File: config.mk
export PLATFORM = sky130hd
export DESIGN_NAME = logic_flag_monitor_flat
export DESIGN_NICKNAME = d
export VERILOG_FILES = /design/src/rtl/logic_flag_pkg.sv /design/src/rtl/logic_flag_monitor_if.sv /design/src/rtl/sat_counter.sv /design/src/rtl/logic_flag_monitor.sv /design/src/flat_wrapper.sv
export SDC_FILE = /design/constraint.sdc
export NUM_CORES = 1
export LEC_CHECK = 0
export ABC_AREA = 0
export CELL_PAD_IN_SITES_DETAIL_PLACEMENT = 1
export CELL_PAD_IN_SITES_GLOBAL_PLACEMENT = 1
export CORE_ASPECT_RATIO = 1.1
export CORE_UTILIZATION = 29
export CTS_CLUSTER_SIZE = 25
export DETAILED_ROUTE_END_ITERATION = 7
export GPL_ROUTABILITY_DRIVEN = 0
export PLACE_DENSITY = 0.67
export SLEW_MARGIN = 15
export SYNTH_ARGS = -nofsm -noshare
export SYNTH_HDL_FRONTEND = slang
export SYNTH_SLANG_ARGS = --single-unit
File: constraint.sdc
create_clock -name clk -period 3.4 [get_ports clk]
set_clock_uncertainty 0.1 [all_clocks]
set_input_delay 0.68 -clock clk [delete_from_list [all_inputs] [get_ports clk]]
set_output_delay 0.68 -clock clk [all_outputs]
set_load 0.01 [all_outputs]
File: src/rtl/logic_flag_pkg.sv
// Shared types and defaults for the logical-flag occurrence monitor.
package logic_flag_pkg;

    // Default number of accepted samples per report window.
    localparam int DEFAULT_WINDOW = 16;
    // Default width of each per-flag occurrence counter.
    localparam int DEFAULT_CNT_W  = 8;

    // Monitor control states.
    typedef enum logic [1:0] {
        IDLE   = 2'd0,
        COUNT  = 2'd1,
        REPORT = 2'd2
    } state_t;

    // True when the four flags from the logical-operator stage cannot all
    // have come from the same operand pair:
    //   - AND set while OR clear is impossible;
    //   - AND set means both operands are non-zero, so neither NOT may be set;
    //   - OR clear means both operands are zero, so both NOTs must be set.
    function automatic logic flag_conflict(
        input logic f_and,
        input logic f_or,
        input logic f_nota,
        input logic f_notb
    );
        return (f_and && !f_or) ||
               (f_and && (f_nota || f_notb)) ||
               (!f_or && !(f_nota && f_notb));
    endfunction

endpackage

File: src/rtl/logic_flag_monitor_if.sv
// Bundle of the sample-input, report-output and status signals of the
// logical-flag monitor.
//
// Handshakes: a transfer happens on a rising clock edge where valid and
// ready are both 1. The sample side (in_valid/in_ready) is driven by the
// upstream stage; in_valid may be dropped at any time and a sample only
// counts on a transfer edge. The report side (out_valid/out_ready) is
// driven by the monitor; once out_valid rises it stays 1 and all report
// fields stay stable until the transfer edge.
interface logic_flag_monitor_if #(
    parameter int CNT_W = 8
);
    logic             start;
    logic             in_valid;
    logic             in_ready;
    logic             lo_and;
    logic             lo_or;
    logic             not_a;
    logic             not_b;
    logic [CNT_W-1:0] cnt_and;
    logic [CNT_W-1:0] cnt_or;
    logic [CNT_W-1:0] cnt_nota;
    logic [CNT_W-1:0] cnt_notb;
    logic             out_valid;
    logic             out_ready;
    logic             err;
    logic             busy;

    // Upstream / consumer side.
    modport master (
        output start, in_valid, lo_and, lo_or, not_a, not_b, out_ready,
        input  in_ready, cnt_and, cnt_or, cnt_nota, cnt_notb,
        input  out_valid, err, busy
    );

    // Monitor side.
    modport slave (
        input  start, in_valid, lo_and, lo_or, not_a, not_b, out_ready,
        output in_ready, cnt_and, cnt_or, cnt_nota, cnt_notb,
        output out_valid, err, busy
    );
endinterface

File: src/rtl/sat_counter.sv
// Saturating up-counter with synchronous clear; clear wins over increment.
module sat_counter
    import logic_flag_pkg::*;
#(
    parameter int CNT_W = DEFAULT_CNT_W
) (
    input  logic             clk,
    input  logic             rst_n,
    input  logic             clr,
    input  logic             inc,
    output logic [CNT_W-1:0] q
);

    // Count up on inc, stick at all-ones instead of wrapping.
    always_ff @(posedge clk or negedge rst_n) begin
        if (!rst_n) begin
            q <= '0;
        end else if (clr) begin
            q <= '0;
        end else if (inc && (q != {CNT_W{1'b1}})) begin
            q <= q + CNT_W'(1);
        end
    end

endmodule

File: src/rtl/logic_flag_monitor.sv
// Counts how often each logical-operator flag is asserted over a window of
// WINDOW accepted samples, tracks flag consistency, and offers the result
// as a report held until the consumer takes it.
module logic_flag_monitor
    import logic_flag_pkg::*;
#(
    parameter int WINDOW = DEFAULT_WINDOW,
    parameter int CNT_W  = DEFAULT_CNT_W
) (
    input  logic                 clk,
    input  logic                 rst_n,
    logic_flag_monitor_if.slave  bus,
    output state_t               dbg_state
);

    localparam int              IDX_W    = $clog2(WINDOW + 1);
    localparam logic [IDX_W-1:0] LAST_IDX = IDX_W'(WINDOW - 1);

    state_t           state;
    logic [IDX_W-1:0] idx;
    logic             err_q;
    logic             in_ready_q;
    logic             out_valid_q;
    logic             busy_q;

    logic             open_window;
    logic             accept;

    logic [CNT_W-1:0] cnt_and_q;
    logic [CNT_W-1:0] cnt_or_q;
    logic [CNT_W-1:0] cnt_nota_q;
    logic [CNT_W-1:0] cnt_notb_q;

    // in_ready_q is only ever 1 in COUNT, so accept needs no state term.
    assign open_window = (state == IDLE) && bus.start;
    assign accept      = bus.in_valid && in_ready_q;

    // Control FSM with registered handshake and status outputs.
    always_ff @(posedge clk or negedge rst_n) begin
        if (!rst_n) begin
            state       <= IDLE;
            idx         <= '0;
            err_q       <= 1'b0;
            in_ready_q  <= 1'b0;
            out_valid_q <= 1'b0;
            busy_q      <= 1'b0;
        end else begin
            case (state)
                IDLE: begin
                    if (bus.start) begin
                        state      <= COUNT;
                        idx        <= '0;
                        err_q      <= 1'b0;
                        in_ready_q <= 1'b1;
                        busy_q     <= 1'b1;
                    end
                end
                COUNT: begin
                    if (accept) begin
                        if (flag_conflict(bus.lo_and, bus.lo_or, bus.not_a, bus.not_b)) begin
                            err_q <= 1'b1;
                        end
                        idx <= idx + IDX_W'(1);
                        // The edge taking the last sample closes the window.
                        if (idx == LAST_IDX) begin
                            state       <= REPORT;
                            in_ready_q  <= 1'b0;
                            out_valid_q <= 1'b1;
                        end
                    end
                end
                REPORT: begin
                    if (bus.out_ready) begin
                        state       <= IDLE;
                        out_valid_q <= 1'b0;
                        busy_q      <= 1'b0;
                    end
                end
                default: begin
                    state       <= IDLE;
                    in_ready_q  <= 1'b0;
                    out_valid_q <= 1'b0;
                    busy_q      <= 1'b0;
                end
            endcase
        end
    end

    // One saturating counter per flag, cleared when a window opens.
    sat_counter #(.CNT_W(CNT_W)) u_cnt_and (
        .clk   (clk),
        .rst_n (rst_n),
        .clr   (open_window),
        .inc   (accept && bus.lo_and),
        .q     (cnt_and_q)
    );

    sat_counter #(.CNT_W(CNT_W)) u_cnt_or (
        .clk   (clk),
        .rst_n (rst_n),
        .clr   (open_window),
        .inc   (accept && bus.lo_or),
        .q     (cnt_or_q)
    );

    sat_counter #(.CNT_W(CNT_W)) u_cnt_nota (
        .clk   (clk),
        .rst_n (rst_n),
        .clr   (open_window),
        .inc   (accept && bus.not_a),
        .q     (cnt_nota_q)
    );

    sat_counter #(.CNT_W(CNT_W)) u_cnt_notb (
        .clk   (clk),
        .rst_n (rst_n),
        .clr   (open_window),
        .inc   (accept && bus.not_b),
        .q     (cnt_notb_q)
    );

    assign bus.in_ready  = in_ready_q;
    assign bus.out_valid = out_valid_q;
    assign bus.busy      = busy_q;
    assign bus.err       = err_q;
    assign bus.cnt_and   = cnt_and_q;
    assign bus.cnt_or    = cnt_or_q;
    assign bus.cnt_nota  = cnt_nota_q;
    assign bus.cnt_notb  = cnt_notb_q;
    assign dbg_state     = state;

endmodule

File: src/flat_wrapper.sv
// flat-port wrapper written by rule: the top's interface ports become plain ports
module logic_flag_monitor_flat import logic_flag_pkg::*;
#(
    parameter int WINDOW = DEFAULT_WINDOW,
    parameter int CNT_W  = DEFAULT_CNT_W
)
  (clk, rst_n, dbg_state, bus_start, bus_in_valid, bus_lo_and, bus_lo_or, bus_not_a, bus_not_b, bus_out_ready, bus_in_ready, bus_cnt_and, bus_cnt_or, bus_cnt_nota, bus_cnt_notb, bus_out_valid, bus_err, bus_busy);
  logic_flag_monitor_if #(.CNT_W(CNT_W)) bus_i ();
  input  logic clk;
  input  logic rst_n;
  output state_t dbg_state;
  input wire logic [$bits(bus_i.start)-1:0] bus_start;
  input wire logic [$bits(bus_i.in_valid)-1:0] bus_in_valid;
  input wire logic [$bits(bus_i.lo_and)-1:0] bus_lo_and;
  input wire logic [$bits(bus_i.lo_or)-1:0] bus_lo_or;
  input wire logic [$bits(bus_i.not_a)-1:0] bus_not_a;
  input wire logic [$bits(bus_i.not_b)-1:0] bus_not_b;
  input wire logic [$bits(bus_i.out_ready)-1:0] bus_out_ready;
  output wire logic [$bits(bus_i.in_ready)-1:0] bus_in_ready;
  output wire logic [$bits(bus_i.cnt_and)-1:0] bus_cnt_and;
  output wire logic [$bits(bus_i.cnt_or)-1:0] bus_cnt_or;
  output wire logic [$bits(bus_i.cnt_nota)-1:0] bus_cnt_nota;
  output wire logic [$bits(bus_i.cnt_notb)-1:0] bus_cnt_notb;
  output wire logic [$bits(bus_i.out_valid)-1:0] bus_out_valid;
  output wire logic [$bits(bus_i.err)-1:0] bus_err;
  output wire logic [$bits(bus_i.busy)-1:0] bus_busy;
  assign bus_i.start = bus_start;
  assign bus_i.in_valid = bus_in_valid;
  assign bus_i.lo_and = bus_lo_and;
  assign bus_i.lo_or = bus_lo_or;
  assign bus_i.not_a = bus_not_a;
  assign bus_i.not_b = bus_not_b;
  assign bus_i.out_ready = bus_out_ready;
  assign bus_in_ready = bus_i.in_ready;
  assign bus_cnt_and = bus_i.cnt_and;
  assign bus_cnt_or = bus_i.cnt_or;
  assign bus_cnt_nota = bus_i.cnt_nota;
  assign bus_cnt_notb = bus_i.cnt_notb;
  assign bus_out_valid = bus_i.out_valid;
  assign bus_err = bus_i.err;
  assign bus_busy = bus_i.busy;
  logic_flag_monitor #(.WINDOW(WINDOW), .CNT_W(CNT_W)) u_core (.clk(clk), .rst_n(rst_n), .bus(bus_i), .dbg_state(dbg_state));
endmodule
==> run metrics <==
core footprint=7510 µm²; hold_ws=424 ps; top cells by count, synth=dfrtp_1, nor2_1, nand4_1; internal power=1.39 mW; dpl cell area=roughly 2800 µm²; Primary FF master, synth=dfrtp_1; worst skew pair latency=~300 ps; # rows=33; CTS tree=yes; CTS root buf=clkbuf_8; PortBufs=46; hold crit path type=reg -> reg; setup_tns=0 ps; async set-reset flop share out of synthesis=1.00; TritonRoute pass-1 iters=5; Final HPWL DP=3.97 mm; Reg clk slew, reported paths=~90 ps; combinational power share=0.372; Slew @ Worst Pin=993 ps; share of power burned in registers=0.436; critical path class=reg -> out; Syn Inst Count=237; final hold violations=0; gr usage total=0.146; largest net degree at the start of global routing=44; post-synthesis cell type count=38; CP Buf/Inv Count=1; first-pass GRT wire length=9.38 mm; Worst setup SP type=flip-flop; clk buf depth=2; worst-case reg-to-reg path depth=5; post-DR vias/cell=5.04; Worst setup startpoint=u_core.bus.in_ready$_DFFE_PN0P_; Ant. Diodes=0; layout cells sized above 1=0.0632; post-synth top area cell=dfrtp_1; WL/cell=between 10 and 15 µm; status=finished clean; number of global-route vias before repair=1934; flop2flop setup slack=1450 ps; Die X=86.4 µm; net count after synthesis=252; Die Height=94.8 µm; Final Critical Period=~2300 ps; switch share=0.371; slew margin rel.=0.338; Die ar.=8190 µm²; Req. time, crit path=2620 ps; Finished Cell Area=2950 µm²; CP Data Arrival Time=1540 ps; Yosys top cell area share=0.474; fin nets=299; fmax=432 MHz; Synthesis Warnings=0; initial antenna violation count=0; filler cell count=~870; Synth Register Bits=43; Net Sw Power=818 µW; drt total wl=5.49 mm; Clock Sinks=between 40 and 50; reg2reg end=u_core.u_cnt_or.q[2]$_DFFE_PN0P_; number of max-cap violations=0; post-route antenna net violation count=0; crit path capture=bus_in_ready; fin crit share=0.681; power density cells=748 nW/µm²; # Post-CTS Setup Buffers=0; VDD IR max=0.000241 V; crit-path max FO=15; IO Count=47; critical path capture point type=output port; fin cells=around 400; syn_area_per_cell=~9.6 µm²; placed cell count=382; DRC=0; total congestion overflow=0; Hold-fix buffers, CTS=0; Final setup viols=0; Worst path depth=1; post_cts resized=0; synth top area cells=dfrtp_1, nor2_1, xor2_1; Crit path max-delay family=buffers and inverters; H-tree depth=2; CP cell instances=clkdlybuf4s50_1; DR iter-0 viols=28; synthesized cell area=2270 µm²; Leakage Power=1.19 nW; Initial Util=0.302; CTS Buf Count=5; CP max stage cell=clkdlybuf4s50_1; most common cell in the netlist=dfrtp_1; DR vias=1967; Clk network pwr share=0.192; RSZ-0062 raised after global routing=no; Reg2Reg Launch Point=u_core.u_cnt_or.q[0]$_DFFE_PN0P_; max-slew violations=0; fin util=0.393; Crit path largest cell delay=620 ps; Area growth, synth to finish=29.9%; Seq/Total Area, Yosys=0.474; EDFF count, synth=0
## registers in the layout (all words and copies together), names as in the netlist
| register | count |
|---|---|
| u_core.u_cnt_and.q | 8 |
| u_core.u_cnt_nota.q | 8 |
| u_core.u_cnt_notb.q | 8 |
| u_core.u_cnt_or.q | 8 |
| u_core.idx | 5 |
| u_core.dbg_state | 2 |
| u_core.bus.busy | 1 |
| u_core.bus.err | 1 |
| u_core.bus.in_ready | 1 |
| u_core.bus.out_valid | 1 |
## final cells by class
| class | instances | area [µm²] | share of cell area |
|---|---|---|---|
| clock buffer | 6 | 82.6 | 0.0280 |
| clock inverter | 2 | 35.0 | 0.0119 |
| inverter | 7 | 26.3 | 0.00890 |
| multi-input combinational | 179 | 1130 | 0.383 |
| sequential | 43 | 1080 | 0.365 |
| tap | 105 | 131 | 0.0445 |
| timing repair buffer | 48 | 470 | 0.159 |
## worst min path at each step
stage	from	to	slack, ps	cells after the start
2_1_floorplan	rst_n	u_core.bus.busy$_DFFE_PN0P_	280	0
5_1_grt	u_core.idx[0]$_DFFE_PN0P_	u_core.idx[0]$_DFFE_PN0P_	460	1
6_report	u_core.idx[4]$_DFFE_PN0P_	u_core.idx[4]$_DFFE_PN0P_	420	2
3_3_place_gp	u_core.idx[4]$_DFFE_PN0P_	u_core.idx[4]$_DFFE_PN0P_	380	2
4_1_cts	u_core.idx[4]$_DFFE_PN0P_	u_core.idx[4]$_DFFE_PN0P_	430	2
3_5_place_dp	u_core.bus.out_valid$_DFFE_PN0P_	u_core.bus.out_valid$_DFFE_PN0P_	410	2
## power by group through the flow
stage	Combinational, mW	Clock [mW]	Sequential (mW)
2_1_floorplan	0.368	0	0.973
3_3_place_gp	0.810	0	0.965
3_5_place_dp	0.835	0	0.972
4_1_cts	0.838	0.434	0.965
5_1_grt	0.922	0.458	1.00
6_report	0.822	0.424	0.962
## logic make-up after synthesis
| logic type | Yosys count | synth area share |
|---|---|---|
| adders and majority gates | 6 | 0.0330 |
| DFF | 43 | 0.474 |
| and+or+nand+nor | 107 | 0.247 |
| buffers and inverters | 15 | 0.0303 |
| xor gates and xnor gates | 18 | 0.0694 |
| AOI/OAI and AO/OA | 43 | 0.124 |
| muxes | 5 | 0.0226 |
## per-stage QoR
stage / setup slack [ps] / power (mW)
CTS: 1090 / 2.24
detailed placement: 819 / 1.81
finish: 1080 / 2.21
global route: 982 / 2.38
floorplan: 1600 / 1.34
global placement: 835 / 1.78
## cell usage in the layout (no fill, tap or decap), types with 2 or more instances in the layout
cell type         n
nor2_1           32
buf_4             2
and4_1            5
dfrtp_1          43
xor2_1           12
nor3_1            6
clkbuf_8          6
nand2b_1          2
xnor2_1           6
a211oi_1          6
or3_1             4
mux2i_1           4
a2111oi_2         2
o21ai_0          12
o211ai_1          5
nor2b_1           2
ha_1              6
nand4_1          15
nand2_1          14
nand3_1          12
a21oi_1          10
clkdlybuf4s50_1  45
and3_1            9
inv_1             7
## per-layer routing
| metal | part of all wire | wire length [µm] | GRT usage |
|---|---|---|---|
| met1 | 0.48 | 2610 | 0.188 |
| met2 | 0.49 | 2670 | 0.255 |
| met3 | 0.029 | 160 | 0.0262 |
| met4 | 0.0084 | 46 | 0.0333 |
| met5 | 0 | 0 | 0 |
Note: power is estimated with default switching activity, not from simulation.
